$ cat src/rtl/quad_step_decoder.sv
// Quadrature step decoder: synchronizes and debounces encoder A/B, then emits registered
// one-cycle step pulses with direction for a downstream up/down counter.
module quad_step_decoder #(
   parameter int unsigned SYNC_STAGES = 2,
   parameter int unsigned FILT_CYCLES = 4
) (
   input  logic clock,
   input  logic reset,
   input  logic enc_a,
   input  logic enc_b,
   input  logic run,
   input  logic err_clr,
   output logic step_en,
   output logic step_dir,
   output logic err
);

   // Gray-coded positions, bit 1 = A, bit 0 = B
   localparam logic [1:0] StS00 = 2'b00;
   localparam logic [1:0] StS01 = 2'b01;
   localparam logic [1:0] StS11 = 2'b11;
   localparam logic [1:0] StS10 = 2'b10;

   localparam logic [3:0] FiltLimit = 4'(FILT_CYCLES);

   logic [SYNC_STAGES-1:0] sync_a_q;
   logic [SYNC_STAGES-1:0] sync_b_q;
   logic [1:0]             synced;

   logic [1:0][3:0] cnt_q, cnt_d;
   logic [1:0]      filt_q, filt_d;
   logic [1:0]      state_q;
   logic [1:0]      fwd_next;
   logic [1:0]      change;
   logic            illegal;
   logic            single;

   logic step_en_q, step_en_d;
   logic step_dir_q, step_dir_d;
   logic err_q, err_d;

   always_ff @(posedge clock) begin
      sync_a_q <= {sync_a_q[SYNC_STAGES-2:0], enc_a};
      sync_b_q <= {sync_b_q[SYNC_STAGES-2:0], enc_b};
   end

   assign synced = {sync_a_q[SYNC_STAGES-1], sync_b_q[SYNC_STAGES-1]};

   // Per-bit debounce: count consecutive samples that disagree with the filtered value
   always_comb begin
      filt_d = filt_q;
      cnt_d  = '0;
      for (int i = 0; i < 2; i++) begin
         if (synced[i] != filt_q[i]) begin
            if (cnt_q[i] + 4'd1 == FiltLimit) begin
               filt_d[i] = synced[i];
            end else begin
               cnt_d[i] = cnt_q[i] + 4'd1;
            end
         end
      end
   end

   always_comb begin
      fwd_next = StS00;
      unique case (state_q)
         StS00:   fwd_next = StS01;
         StS01:   fwd_next = StS11;
         StS11:   fwd_next = StS10;
         StS10:   fwd_next = StS00;
         default: fwd_next = StS00;
      endcase
   end

   assign change  = filt_q ^ state_q;
   assign illegal = &change;
   assign single  = ^change;

   always_comb begin
      step_en_d  = single & run;
      step_dir_d = step_dir_q;
      if (step_en_d) begin
         step_dir_d = (filt_q == fwd_next);
      end
      // An illegal change on the clearing edge wins over the clear
      err_d = illegal | (err_q & ~err_clr);
   end

   always_ff @(posedge clock) begin
      if (!reset) begin
         cnt_q      <= '0;
         filt_q     <= synced;
         state_q    <= synced;
         step_en_q  <= 1'b0;
         step_dir_q <= 1'b0;
         err_q      <= 1'b0;
      end else begin
         cnt_q      <= cnt_d;
         filt_q     <= filt_d;
         state_q    <= filt_q;
         step_en_q  <= step_en_d;
         step_dir_q <= step_dir_d;
         err_q      <= err_d;
      end
   end

   assign step_en  = step_en_q;
   assign step_dir = step_dir_q;
   assign err      = err_q;

endmodule

$ cat config.mk
export PLATFORM = sky130hd
export DESIGN_NAME = quad_step_decoder
export DESIGN_NICKNAME = d
export VERILOG_FILES = /design/src/rtl/quad_step_decoder.sv
export SDC_FILE = /design/constraint.sdc
export NUM_CORES = 1
export LEC_CHECK = 0
export ABC_AREA = 1
export BUFFER_PORTS_ARGS = -buffer_cell sky130_fd_sc_hd__buf_2
export CAP_MARGIN = 5
export CORE_ASPECT_RATIO = 1.1
export CORE_MARGIN = 10
export CORE_UTILIZATION = 50
export DETAILED_ROUTE_END_ITERATION = 12
export PLACE_DENSITY_LB_ADDON = 0.1
export SYNTH_ARGS = -nofsm -noshare
export SYNTH_HDL_FRONTEND = slang
export SYNTH_SLANG_ARGS = --single-unit
$ cat constraint.sdc
create_clock -name clock -period 1.75 [get_ports clock]
set_input_delay 0.35 -clock clock [delete_from_list [all_inputs] [get_ports clock]]
set_output_delay 0.35 -clock clock [all_outputs]
set_load 0.01 [all_outputs]
==> flow_metrics.tcl <==
set metrics [dict create \
    crit_slowest_cell "edfxtp_1" \
    sw_frac_of_total 0.239 \
    crit_type "register to register" \
    synth-async-reset-ratio 0 \
    yosysUniqueCellTypes 14 \
    drv_slew 0 \
    vias 491 \
    fp.dieH_um 59.7 \
    clock_path_buffers 2 \
    power.switching_uw 185 \
    synth_area_leaders "dfxtp_1, edfxtp_1, nand2_1" \
    drive_above_1_share 0.146 \
    internal_power_uw 588 \
    dpl_cell_area_um2 777 \
    synthFlopType "dfxtp_1" \
    reg2reg_depth 6 \
    end_kind "register" \
    leakagePower_nw 0.364 \
    stdcell_area_um2 805 \
    hold_viol_final 0 \
    startpoint_type "register" \
    cts-root-buf "clkbuf_4" \
    critPathTopFamily "flip-flops" \
    grt_setup_unrepaired "no" \
    whs_ps 151 \
    portBuffers 8 \
    min_path_cells 1 \
    numCtsBuffers 3 \
    postCtsSetupBuffers 0 \
    syn_area_um2 717 \
    dr.pass1.iters 4 \
    cap_violations 0 \
    gp_congestion 0.759 \
    grt_pass1_vias 499 \
    crit_arrival_ps 1580 \
    yosysMostFrequentCell "dfxtp_1" \
    slew_headroom 0.863 \
    grt_pass1_wl_mm 1.90 \
    drc_errors 0 \
    cpPeakStageDelay_ps 480 \
    fin_crit_sh 0.793 \
    fillers 127 \
    tns_ps 0 \
    synth-seq-cells 19 \
    n_antenna_cell 0 \
    drt_wl_total_mm 1.05 \
    clock_latency_ps 290 \
    ctsResizeCount 0 \
    place_hpwl_um 803 \
    drt_iter0_drc 7 \
    synth.top_cells.by_count "dfxtp_1, nand2_1, nor2_1" \
    worst_pin_slew_ps 205 \
    clkPwrFrac 0.271 \
    seq_power_share 0.629 \
    coreArea_um2 1370 \
    ant_nets 0 \
    globalRouteOverflowTotal 0 \
    worstPathMaxFanout 4 \
    comb_power_share 0.100 \
    p_per_area_nw_per_um2 961 \
    synth-seq-area-share 0.558 \
    vdd_drop_max_mv 0.535 \
    cts.clk_slew.worst_paths_ps 100 \
    syn_avg_cell_area_um2 9.31 \
    reg2reg_slack_ps 360 \
    critPathRequiredTime_ps 1940 \
    holdBufCountCts 0 \
    syn_to_final_growth_pct 12.2 \
    syn-num-nets 86 \
    synth_area_leader_cell "dfxtp_1" \
    finish.net_count 99 \
    crit_buf_inv 1 \
    rows 14 \
    fp.dieW_um 56.1 \
    setup_viol 0 \
    grt_max_degree 12 \
    dieArea_um2 3350 \
    cts_max_level 1 \
    yosys_warnings 0 \
    grtUsageTotal 0.0716 \
    hold_class "input pin to register" \
    max_freq_mhz 720 \
    p_total_uw 773 \
    synth_edf_count 2 \
    wl_per_cell_um 10.0 \
    synth_top_area_frac 0.475 \
    start_util 0.525 \
    post-route-min-period_ps 1390 \
    status "completed" \
    antenna_found_initial 0 \
    syn_inst 77 \
    cts_sinks 19 \
    skew_ps 2.50 \
    num_io_pins 9 \
    vias_per_cell 4.68 \
    cts_tree "built" \
    worst-path-stages 6 \
    path_cells "xor2_1 -> ha_1 -> nand2_1 -> inv_1 -> o21ai_0 -> a21oi_1" \
]
## final timing paths
check	to	startpoint
max	step_dir	filt_q[0]
min	sync_b_q[0]	enc_b
max reg2reg	step_dir	filt_q[0]
min reg2reg	sync_b_q[1]	sync_b_q[0]
## layout make-up
type | count | area [um2] | share of cell area
Clock inverter | 1 | 5.00 | 0.00622
Clock buffer | 3 | 22.5 | 0.0280
Sequential cell | 19 | 400 | 0.498
Timing Repair Buffer | 8 | 40.0 | 0.0498
Multi-Input combinational cell | 50 | 287 | 0.356
Tap cell | 16 | 20.0 | 0.0249
Inverter | 8 | 30.0 | 0.0373
## through the flow
step	utilization	std cells	setup slack (ps)
final	0.589	105	362
after global routing	0.589	105	256
after CTS	0.589	105	359
after detailed placement	0.569	101	368
after global placement	0.569	101	416
after floorplan	-	77	444
## layer usage
metal | wire length (um) | part of all wire | GRT usage | up-vias
li1 | - | - | - | 266
met1 | 519 | 0.49 | 0.0804 | 210
met2 | 441 | 0.42 | 0.105 | 13
met3 | 82 | 0.078 | 0.0275 | 2
met4 | 9 | 0.0085 | 0.0619 | 0
met5 | 0 | 0 | 0 | -
## registers in the layout, indices dropped and copies added, names as in the netlist
| name | count |
|---|---|
| step_dir | 1 |
| err | 1 |
| cnt_q | 8 |
| step_en | 1 |
| sync_b_q | 2 |
| filt_q | 2 |
| sync_a_q | 2 |
| state_q | 2 |
## logic make-up (layout without fill, tap and decap cells)
| family | after synthesis | after routing | synth area share |
|---|---|---|---|
| AND/OR/NAND/NOR | 34 | 34 | 0.209 |
| flip-flops | 19 | 19 | 0.558 |
| XOR/XNOR | 9 | 9 | 0.110 |
| buffers and inverters | 8 | 20 | 0.0419 |
| AO/OA/AOI/OAI | 4 | 4 | 0.0279 |
| adder cells (fa/ha/maj) | 3 | 3 | 0.0524 |
## power groups by stage
stage	clock (mW)	sequential, mW	combinational (mW)
after floorplan	0	0.497	0.0506
after global placement	0	0.495	0.0786
after detailed placement	0	0.496	0.0790
after CTS	0.225	0.486	0.0796
after global routing	0.229	0.490	0.0925
final	0.210	0.486	0.0773
## cell usage in the layout (no fill, tap or decap)
master     n
nand4_1    2
nand3_2    1
nor2_1    13
dfxtp_1   17
clkinv_2   1
clkbuf_4   3
xor2_1     5
edfxtp_1   2
a21oi_1    3
nand3b_1   2
nand3_1    3
inv_1      8
xnor2_1    4
o21ai_0    1
buf_2      8
ha_1       3
nand2_1   13
No activity file was read; power rests on OpenSTA's default activity.
